$ cat src/rtl/ixu_pkg.sv
// Shared ALU op encoding, opcode/funct7 constants and the OP/OP-IMM decoder
// used by the IXU issue stage.
package ixu_pkg;

  typedef enum logic [3:0] {
    ALU_ADD  = 4'd0,
    ALU_SUB  = 4'd1,
    ALU_XOR  = 4'd2,
    ALU_OR   = 4'd3,
    ALU_AND  = 4'd4,
    ALU_SLL  = 4'd5,
    ALU_SRL  = 4'd6,
    ALU_SRA  = 4'd7,
    ALU_SLT  = 4'd8,
    ALU_SLTU = 4'd9
  } alu_op_e;

  localparam logic [6:0] OPC_OP     = 7'b0110011;
  localparam logic [6:0] OPC_OP_IMM = 7'b0010011;
  localparam logic [6:0] F7_BASE    = 7'b0000000;
  localparam logic [6:0] F7_ALT     = 7'b0100000;

  typedef struct packed {
    alu_op_e op;
    logic    use_imm;
    logic    is_shift;
    logic    illegal;
  } dec_t;

  // Only the opcode, funct3 and funct7 fields matter to the decode; illegal
  // encodings always come back as ALU_ADD so the ALU never sees a stray op.
  function automatic dec_t decode(input logic [6:0] opc,
                                  input logic [2:0] f3,
                                  input logic [6:0] f7);
    dec_t d;
    logic is_op;
    logic is_imm;
    logic f7_ok;
    is_op      = (opc == OPC_OP);
    is_imm     = (opc == OPC_OP_IMM);
    f7_ok      = (f7 == F7_BASE) || ((f7 == F7_ALT) && ((f3 == 3'b000) || (f3 == 3'b101)));
    d.use_imm  = is_imm;
    d.is_shift = (f3 == 3'b001) || (f3 == 3'b101);
    d.illegal  = !(is_op || is_imm) || (is_op && !f7_ok) || (is_imm && d.is_shift && !f7_ok);
    d.op       = ALU_ADD;
    case (f3)
      3'b000:  d.op = (is_op && (f7 == F7_ALT)) ? ALU_SUB : ALU_ADD;
      3'b001:  d.op = ALU_SLL;
      3'b010:  d.op = ALU_SLT;
      3'b011:  d.op = ALU_SLTU;
      3'b100:  d.op = ALU_XOR;
      3'b101:  d.op = (f7 == F7_ALT) ? ALU_SRA : ALU_SRL;
      3'b110:  d.op = ALU_OR;
      default: d.op = ALU_AND;
    endcase
    if (d.illegal) d.op = ALU_ADD;
    return d;
  endfunction

endpackage

$ cat src/rtl/ixu_issue_fifo.sv
// Synchronous FIFO for the issue stage: power-of-two DEPTH, pointers wrap
// naturally, push ignored when full and pop ignored when empty.
module ixu_issue_fifo #(
  parameter int DEPTH = 4,
  parameter int WIDTH = 8
) (
  input  logic                     clk,
  input  logic                     rst,
  input  logic                     push,
  input  logic                     pop,
  input  logic [WIDTH-1:0]         wdata,
  output logic [WIDTH-1:0]         rdata,
  output logic                     full,
  output logic                     empty,
  output logic [$clog2(DEPTH):0]   count
);

  localparam int PTR_W = $clog2(DEPTH);
  localparam int CNT_W = PTR_W + 1;

  logic [WIDTH-1:0] mem_q [DEPTH];
  logic [PTR_W-1:0] wr_ptr_q, wr_ptr_d;
  logic [PTR_W-1:0] rd_ptr_q, rd_ptr_d;
  logic [CNT_W-1:0] count_q, count_d;
  logic             do_push;
  logic             do_pop;

  assign full  = (count_q == CNT_W'(DEPTH));
  assign empty = (count_q == '0);
  assign count = count_q;
  assign rdata = mem_q[rd_ptr_q];

  // NOTE: every output of always_comb gets a default first so no path leaves
  // a signal unassigned, which would otherwise infer a latch.
  always_comb begin
    do_push  = push && !full;
    do_pop   = pop && !empty;
    wr_ptr_d = wr_ptr_q;
    rd_ptr_d = rd_ptr_q;
    count_d  = count_q;
    if (do_push) wr_ptr_d = wr_ptr_q + PTR_W'(1);
    if (do_pop)  rd_ptr_d = rd_ptr_q + PTR_W'(1);
    case ({do_push, do_pop})
      2'b10:   count_d = count_q + CNT_W'(1);
      2'b01:   count_d = count_q - CNT_W'(1);
      default: count_d = count_q;
    endcase
  end

  // NOTE: state flops use non-blocking assignments so every flop samples the
  // pre-edge value of every other flop.
  always_ff @(posedge clk) begin
    if (rst) begin
      wr_ptr_q <= '0;
      rd_ptr_q <= '0;
      count_q  <= '0;
    end else begin
      wr_ptr_q <= wr_ptr_d;
      rd_ptr_q <= rd_ptr_d;
      count_q  <= count_d;
    end
  end

  // NOTE: storage is deliberately not reset; an entry is only ever read after
  // a push wrote it, and the cleared pointers/count hide any stale contents.
  always_ff @(posedge clk) begin
    if (do_push) mem_q[wr_ptr_q] <= wdata;
  end

endmodule

$ cat src/rtl/ixu_issue.sv
// IXU issue stage: FIFO -> decode register D (drives alu_*) -> result register W (drives out_*).
// Optional IXU_ISSUE_BYPASS_EN: an instruction may skip an empty FIFO straight into D.
module ixu_issue
  import ixu_pkg::*;
#(
  parameter int DEPTH = 4,
  parameter int TAG_W = 6
) (
  input  logic             clk,
  input  logic             rst,
  input  logic             in_valid,
  output logic             in_ready,
  input  logic [31:0]      in_instr,
  input  logic [31:0]      in_rs1_val,
  input  logic [31:0]      in_rs2_val,
  input  logic [TAG_W-1:0] in_tag,
  output logic [31:0]      alu_x,
  output logic [31:0]      alu_y,
  output logic [3:0]       alu_op,
  input  logic [31:0]      alu_result,
  output logic             out_valid,
  input  logic             out_ready,
  output logic [31:0]      out_result,
  output logic [TAG_W-1:0] out_tag,
  output logic             out_illegal
);

  localparam int CNT_W = $clog2(DEPTH) + 1;

  // Only the instruction fields the decoder needs are buffered.
  typedef struct packed {
    logic [11:0]      imm;
    logic [2:0]       f3;
    logic [6:0]       opc;
    logic [31:0]      rs1;
    logic [31:0]      rs2;
    logic [TAG_W-1:0] tag;
  } entry_t;

  localparam int ENTRY_W = $bits(entry_t);

  entry_t           in_entry;
  entry_t           head;
  entry_t           src;
  logic             fifo_push;
  logic             fifo_pop;
  logic             fifo_full;
  logic             fifo_empty;
  logic [CNT_W-1:0] fifo_count;
  logic [CNT_W-1:0] count_nxt;
  logic             accept;
  logic             bypass;
  logic             src_valid;
  logic             w_load;
  logic             d_load;
  dec_t             dec;
  logic [31:0]      y_raw;
  logic             unused_instr;

  logic             in_ready_q, in_ready_d;
  logic             d_valid_q, d_valid_d;
  alu_op_e          d_op_q, d_op_d;
  logic [31:0]      d_x_q, d_x_d;
  logic [31:0]      d_y_q, d_y_d;
  logic [TAG_W-1:0] d_tag_q, d_tag_d;
  logic             d_illegal_q, d_illegal_d;
  logic             w_valid_q, w_valid_d;
  logic [31:0]      w_result_q, w_result_d;
  logic [TAG_W-1:0] w_tag_q, w_tag_d;
  logic             w_illegal_q, w_illegal_d;

  assign in_entry = '{imm: in_instr[31:20], f3: in_instr[14:12], opc: in_instr[6:0],
                      rs1: in_rs1_val, rs2: in_rs2_val, tag: in_tag};
  assign unused_instr = ^{in_instr[19:15], in_instr[11:7]};

  ixu_issue_fifo #(
    .DEPTH (DEPTH),
    .WIDTH (ENTRY_W)
  ) u_fifo (
    .clk   (clk),
    .rst   (rst),
    .push  (fifo_push),
    .pop   (fifo_pop),
    .wdata (in_entry),
    .rdata (head),
    .full  (fifo_full),
    .empty (fifo_empty),
    .count (fifo_count)
  );

  // Handshake and stall control; in_ready is registered from the next FIFO count.
  always_comb begin
    accept = in_valid && in_ready_q;
    w_load = !w_valid_q || out_ready;
    d_load = !d_valid_q || w_load;
`ifdef IXU_ISSUE_BYPASS_EN
    bypass = accept && fifo_empty && d_load;
`else
    bypass = 1'b0;
`endif
    fifo_push  = accept && !bypass && !fifo_full;
    fifo_pop   = d_load && !fifo_empty;
    src_valid  = fifo_pop || bypass;
    src        = fifo_empty ? in_entry : head;
    count_nxt  = fifo_count + CNT_W'(fifo_push) - CNT_W'(fifo_pop);
    in_ready_d = (count_nxt != CNT_W'(DEPTH));
  end

  always_comb begin
    dec   = decode(src.opc, src.f3, src.imm[11:5]);
    y_raw = dec.use_imm ? {{20{src.imm[11]}}, src.imm} : src.rs2;
    if (dec.is_shift) y_raw = {27'b0, y_raw[4:0]};
  end

  always_comb begin
    d_valid_d   = d_valid_q;
    d_op_d      = d_op_q;
    d_x_d       = d_x_q;
    d_y_d       = d_y_q;
    d_tag_d     = d_tag_q;
    d_illegal_d = d_illegal_q;
    w_valid_d   = w_valid_q;
    w_result_d  = w_result_q;
    w_tag_d     = w_tag_q;
    w_illegal_d = w_illegal_q;

    if (d_load) begin
      d_valid_d = src_valid;
      if (src_valid) begin
        d_op_d      = dec.op;
        d_x_d       = dec.illegal ? '0 : src.rs1;
        d_y_d       = dec.illegal ? '0 : y_raw;
        d_tag_d     = src.tag;
        d_illegal_d = dec.illegal;
      end
    end

    // W only changes when it can load, which keeps out_* stable under backpressure.
    if (w_load) begin
      w_valid_d = d_valid_q;
      if (d_valid_q) begin
        w_result_d  = d_illegal_q ? '0 : alu_result;
        w_tag_d     = d_tag_q;
        w_illegal_d = d_illegal_q;
      end
    end
  end

  always_ff @(posedge clk) begin
    if (rst) begin
      in_ready_q  <= 1'b0;
      d_valid_q   <= 1'b0;
      d_op_q      <= ALU_ADD;
      d_x_q       <= '0;
      d_y_q       <= '0;
      d_tag_q     <= '0;
      d_illegal_q <= 1'b0;
      w_valid_q   <= 1'b0;
      w_result_q  <= '0;
      w_tag_q     <= '0;
      w_illegal_q <= 1'b0;
    end else begin
      in_ready_q  <= in_ready_d;
      d_valid_q   <= d_valid_d;
      d_op_q      <= d_op_d;
      d_x_q       <= d_x_d;
      d_y_q       <= d_y_d;
      d_tag_q     <= d_tag_d;
      d_illegal_q <= d_illegal_d;
      w_valid_q   <= w_valid_d;
      w_result_q  <= w_result_d;
      w_tag_q     <= w_tag_d;
      w_illegal_q <= w_illegal_d;
    end
  end

  assign in_ready    = in_ready_q;
  assign alu_op      = d_op_q;
  assign alu_x       = d_x_q;
  assign alu_y       = d_y_q;
  assign out_valid   = w_valid_q;
  assign out_result  = w_result_q;
  assign out_tag     = w_tag_q;
  assign out_illegal = w_illegal_q;

endmodule

$ cat config.mk
export PLATFORM = sky130hd
export DESIGN_NAME = ixu_issue
export DESIGN_NICKNAME = d
export VERILOG_FILES = /design/src/rtl/ixu_pkg.sv /design/src/rtl/ixu_issue_fifo.sv /design/src/rtl/ixu_issue.sv
export SDC_FILE = /design/constraint.sdc
export NUM_CORES = 1
export LEC_CHECK = 0
export CORE_ASPECT_RATIO = 2
export CORE_UTILIZATION = 30
export DETAILED_ROUTE_END_ITERATION = 16
export SYNTH_ARGS = -nofsm -noshare
export SYNTH_HDL_FRONTEND = slang
export SYNTH_SLANG_ARGS = --single-unit
$ cat constraint.sdc
create_clock -name clk -period 10.7 [get_ports clk]
set_input_delay 1.605 -clock clk [delete_from_list [all_inputs] [get_ports clk]]
set_output_delay 1.605 -clock clk [all_outputs]
set_load 0.02 [all_outputs]
* Yosys cells after proc, flatten, opt, wreduce, memory -nomap -nowiden
Memories as Yosys holds them, arrays and structs flattened. A register that Yosys moved wholly into a read port is not among the register bits.
Cells that the tools add are included.
** Operators by class
- $add $sub $neg :: 6
- Equal/unequal tests :: 13
- Mux-type cells :: 15
- Reductions and logical operators :: 30
** Operators by type and width (count)
- 32-bit 2-to-1 mux :: 5
- 92-bit 2-to-1 mux :: 1
- 4-bit one-hot mux with 7 select lines :: 1
- 7-bit by 6-bit == test with 1-bit output (second input constant) :: 2
- 3-bit == test (second input constant) :: 4
- 1-bit logical AND :: 10
- 1-bit logical OR :: 8
- 7-bit by 5-bit == test with 1-bit output (second input constant) :: 1
- 7-bit logical NOT :: 1
- 3-bit by 2-bit == test with 1-bit output (second input constant) :: 2
- 1-bit logical NOT :: 6
- 3-bit logical NOT :: 2
- 3-bit one-hot mux with 2 select lines :: 1
- 2-bit by 1-bit adder with 2-bit output (second input constant) :: 2
- 1-bit 2-to-1 mux :: 4
- 2-bit 2-to-1 mux :: 2
- 4-bit 2-to-1 mux :: 1
- 2-bit AND reduction :: 2
- 3-bit by 1-bit adder with 3-bit output :: 1
- 3-bit by 1-bit adder with 3-bit output (second input constant) :: 1
- 3-bit by 1-bit == test with 1-bit output (second input constant) :: 1
- 3-bit != test (second input constant) :: 1
- 3-bit by 1-bit subtractor with 3-bit output :: 1
- 3-bit by 1-bit subtractor with 3-bit output (second input constant) :: 1
- 3 further kinds :: 3
** Word-level totals
- Register bits after elaboration :: 124
- RAM bits :: 368
- Input bits :: 138
- Output and inout port bits :: 109
- Memories kept :: 1
** Memory list
- u_fifo.mem_q :: depth 4, width 92, rd ports 1, clocked after Yosys merged registers in 1, write ports 1, RTL line ixu_issue_fifo.sv:21 : logic [WIDTH-1:0] mem_q [DEPTH];

* Longest topological paths before layout
- Depth in word-level cells :: 11
- Mapped depth :: 12

* Cells and area by module
A second synthesis with hierarchy kept.
** Unflattened totals
- Cells, all modules :: 1047
- Area total of the unflattened synthesis :: 18594.1 µm²
** By module, submodules not included
- ixu_issue_fifo :: times used 1, cells an instance 534, area an instance 13746.9 µm², sequential area each 11230.8 µm²
- ixu_issue :: times used 1, cells an instance 513, area an instance 4847.1 µm², sequential area each 2342.2 µm²

* Worst setup path after synthesis
Ideal clock, no wire load.
- Path type :: input to register
- Start point :: in in_valid
- End point :: mem u_fifo.mem_q[0][0] (netlist name), enable pin
- Library setup time :: 461 ps
- Arrival :: 4281 ps
- Data required time :: 10239 ps
- Slack :: 5958 ps
- Cell stages on the path :: 3
- Path buffers :: 0
- Cells stage by stage :: nand2_1 a31oi_1 and2_1
** On the way
- Word-level cells in the longest chain between the ends :: 5
** RTL lines
- start: declaration :: RTL line ixu_issue.sv:11 : input logic in_valid,
- 1-bit logical AND :: RTL line ixu_issue.sv:93 : accept = in_valid && in_ready_q;
- 1-bit logical AND :: RTL line ixu_issue.sv:101 : fifo_push = accept && !bypass && !fifo_full;
- 1-bit logical AND :: RTL line ixu_issue_fifo.sv:36 : do_push = push && !full;
- 1-bit 2-to-1 mux :: RTL line ixu_issue_fifo.sv:67 : if (do_push) mem_q[wr_ptr_q] <= wdata;
- 1-bit 2-to-1 mux (implied by the code) :: RTL line ixu_issue_fifo.sv:67
- end: declaration :: RTL line ixu_issue_fifo.sv:21
No other way between the ends.

* Worst setup path after layout
- Start point :: in out_ready
- End point :: reg d_y_q[25] (netlist: alu_y[25])
** On the way
- Word-level cells in the longest chain between the ends :: 4
** RTL lines
- start: declaration :: RTL line ixu_issue.sv:22 : input logic out_ready,
- 1-bit logical OR * :: RTL line ixu_issue.sv:94 : w_load = !w_valid_q || out_ready;
- 1-bit logical OR * :: RTL line ixu_issue.sv:95 : d_load = !d_valid_q || w_load;
- 1-bit logical AND :: RTL line ixu_issue.sv:102 : fifo_pop = d_load && !fifo_empty;
- 2-bit AND reduction (no line) *
- end signal: assignment :: RTL line ixu_issue.sv:167 : d_y_q <= d_y_d;
- end: declaration :: RTL line ixu_issue.sv:64 : logic [31:0] d_y_q, d_y_d;
Mark *: on every way between the ends. The rest lies on a longest branch, timed or not.
A chain may end at the register's enable or synchronous reset.

==> impl_metrics.env <==
export IMPL_yosys_area_top_type_share_pct=59.3
export IMPL_synthesis_area_um2=18600
export IMPL_finalSetupTns_ns=0
export IMPL_cp_max_fo=21
export IMPL_drc=0
export IMPL_relSlewSlack_pct=34.2
export IMPL_outcome="complete, no violations"
export IMPL_clock_latency_ns=0.57
export IMPL_numCtsBuffers=45
export IMPL_yosys_cell_types_count=54
export IMPL_grt_pass1_vias=11218
export IMPL_synth_edff_count=368
export IMPL_wire_per_inst_um=20.6
export IMPL_yosysSeqAreaShare_pct=72.8
export IMPL_hold_viol_final=0
export IMPL_fmax_ghz=0.214
export IMPL_overflow=0
export IMPL_synth_area_top_cells="edfxtp_1 (59%), dfxtp_1 (14%), mux4_2 (10%)"
export IMPL_layout_drive_gt1_share_pct=14.0
export IMPL_rsz0062_at_grt="no"
export IMPL_fin_worst_skew_ns=0.0247
export IMPL_synth_commonest_cells="edfxtp_1 (368), nand2_1 (201), dfxtp_1 (126)"
export IMPL_p_clk_share_pct=31.6
export IMPL_timing_final_crit_share_pct=43.7
export IMPL_hold_buffers=0
export IMPL_r2r_slack_ns=6.08
export IMPL_synthFlopType="edfxtp_1"
export IMPL_grt_max_degree=66
export IMPL_wl_mm=45.7
export IMPL_cts_resized=0
export IMPL_fillCellCount=5713
export IMPL_min_from="alu_x[26]"
export IMPL_synth_seq_cells=494
export IMPL_portBuffers=236
export IMPL_clkSlewWorstSetupHoldPaths_ns=0.07
export IMPL_row_count=128
export IMPL_grt_first_pass_wirelength_mm=68.4
export IMPL_yosysWarningCount=0
export IMPL_post_cts_setup_buffers=0
export IMPL_rr_endpoint="alu_y[25]"
export IMPL_ir_drop_uv=191
export IMPL_hpwl_mm=28.3
export IMPL_hold_path_class="register to register"
export IMPL_rr_worst_depth=7
export IMPL_syn_inst=1160
export IMPL_clockBufferDepth=3
export IMPL_dieArea_um2=63200
export IMPL_track_usage_pct=14.5
export IMPL_sw_frac_of_total_pct=28.7
export IMPL_crit_slowest_cell="a21boi_4"
export IMPL_die_x_um=178
export IMPL_ios=247
export IMPL_synth_area_leader_cell="edfxtp_1"
export IMPL_whs_path_depth=2
export IMPL_syn_avg_cell_area_um2=16.1
export IMPL_hold_path_end="alu_x[26]"
export IMPL_crit_top_cell="nand2_1"
export IMPL_crit_arrival_ns=5.18
export IMPL_root_buffer="clkbuf_16"
export IMPL_slew_viol_final=0
export IMPL_multi_input_area_um2=4770
export IMPL_viasPerCell=4.79
export IMPL_antenna_found_initial=4
export IMPL_dr_total_vias=10604
export IMPL_cts_tree="built"
export IMPL_cp_start_kind="input port"
export IMPL_maxCapViolations=0
export IMPL_area_growth_pct=25.2
export IMPL_pwr_share_comb_pct=22.7
export IMPL_setup_viol=0
export IMPL_path_cells="clkdlybuf4s50_1 > nor2b_1 > nand2_1 > nand2_1 > inv_1 > nand2b_1 > a2111oi_4 > a21boi_4 > a22o_1"
export IMPL_p_sw_mw=1.49
export IMPL_worstSetupPathType="input port to register"
export IMPL_core_um2=61200
export IMPL_required_ns=11.21
export IMPL_routabilityCongestion=0.722
export IMPL_clock_sinks=494
export IMPL_p_int_mw=3.70
export IMPL_pre_cts_ws_ns=5.34
export IMPL_syn_num_nets=1307
export IMPL_drtIter0Drc=653
export IMPL_endpoint_kind="register"
export IMPL_ff_latch_area_um2=13600
export IMPL_drtAntennaViolNets=0
export IMPL_yosysMostFrequentCell="edfxtp_1"
export IMPL_slowest_delay_ns=0.76
export IMPL_firstDrtPassIters=5
export IMPL_start_util_pct=30.5
export IMPL_dieHeight_um=355
export IMPL_final_net_count=1540
export IMPL_power_density_nw_per_um2=222
export IMPL_period_minus_slack_ns=4.67
export IMPL_synthArstFlopShare_pct=0
export IMPL_seq_power_share_pct=45.7
export IMPL_worst_pin_slew_ns=0.987
export IMPL_fin_ws_ns=6.03
export IMPL_h_tree_depth=2
export IMPL_p_leak_nw=7.62
[area by class of cell]
| type | count | area share, % |
|---|---|---|
| Inverter | 11 | 0.177 |
| Clock buffer | 56 | 5.26 |
| Antenna cell | 3 | 0.0322 |
| Multi-Input combinational cell | 588 | 20.4 |
| Clock inverter | 27 | 1.11 |
| Tap cell | 780 | 4.18 |
| Sequential cell | 494 | 58.2 |
| Timing Repair Buffer | 253 | 10.6 |
[worst max-delay path by stage]
stage / startpoint / end / slack (ns) / cells past startpoint
after floorplan: in_valid / u_fifo.mem_q[0][0] / 5.96 / 3
after global placement: out_ready / alu_y[28] / 5.40 / 9
after detailed placement: out_ready / alu_y[24] / 5.34 / 9
after CTS: register / alu_y[24] / 5.92 / 7
after global routing: register / alu_y[11] / 5.80 / 7
final: out_ready / alu_y[25] / 6.03 / 9
[flip-flops by register name (all words and copies together) (netlist names), named ones only]
register,cells
alu_op,4
alu_x,32
alu_y,32
d_illegal_q,1
d_tag_q,6
d_valid_q,1
in_ready,1
out_illegal,1
out_result,32
out_tag,6
out_valid,1
u_fifo.count,3
u_fifo.mem_q,368
u_fifo.rd_ptr_q,2
u_fifo.wr_ptr_q,2
[power groups by stage]
| stage | Sequential, mW | Combinational [mW] | Clock [mW] |
|---|---|---|---|
| floorplan | 2.38 | 0.832 | 0 |
| global placement | 2.40 | 1.18 | 0 |
| detailed placement | 2.42 | 1.20 | 0 |
| CTS | 2.38 | 1.21 | 1.69 |
| global route | 2.40 | 1.29 | 1.75 |
| finish | 2.37 | 1.17 | 1.64 |
[cell usage in the layout, fill, tap and decap left out, types with 23 or more instances in the layout]
| cell | count |
|---|---|
| nor2_1 | 23 |
| clkdlybuf4s50_1 | 235 |
| nand3b_1 | 33 |
| edfxtp_1 | 368 |
| a22o_1 | 26 |
| dfxtp_1 | 124 |
| clkbuf_16 | 46 |
| o21ai_0 | 52 |
| nand2_1 | 201 |
| mux4_2 | 85 |
| a21oi_1 | 51 |
| nand3_1 | 24 |
[metrics by stage]
| step | hold slack, ns | total power [mW] | utilization [%] | cells | area [um^2] |
|---|---|---|---|---|---|
| 2_1_floorplan | 0.432 | 3.21 | - | 1160 | 18600 |
| 3_3_place_gp | 0.433 | 3.59 | 35.7 | 2126 | 21900 |
| 3_5_place_dp | 0.439 | 3.62 | 35.7 | 2126 | 21900 |
| 4_1_cts | 0.448 | 5.27 | 38.2 | 2209 | 23300 |
| 5_1_grt | 0.457 | 5.44 | 38.2 | 2212 | 23300 |
| 6_report | 0.444 | 5.18 | 38.2 | 2212 | 23300 |
[worst max-delay path, delay by kind of cell]
kind / cells / cell delay [ns]
AO/OA/AOI/OAI: 3 / 1.74
AND/OR/NAND/NOR: 4 / 0.74
buffers and inverters: 2 / 1.07
[per-layer routing]
layer	vias up	GRT usage (%)	wire [um]
met5	-	0	12
met4	2	4.97	1040
met3	56	2.52	2220
met2	269	26.7	24400
met1	5406	16.5	18000
li1	4871	-	-
[cell families after synthesis]
| family | Yosys count | synth area share, % |
|---|---|---|
| AO/OA/AOI/OAI | 149 | 5.02 |
| XOR/XNOR | 9 | 0.423 |
| adder cells (fa/ha/maj) | 9 | 0.685 |
| buffers and inverters | 78 | 1.84 |
| flip-flops | 494 | 72.8 |
| multiplexers | 103 | 11.4 |
| AND/OR/NAND/NOR | 318 | 7.81 |
(Power assumes the default switching activity.)
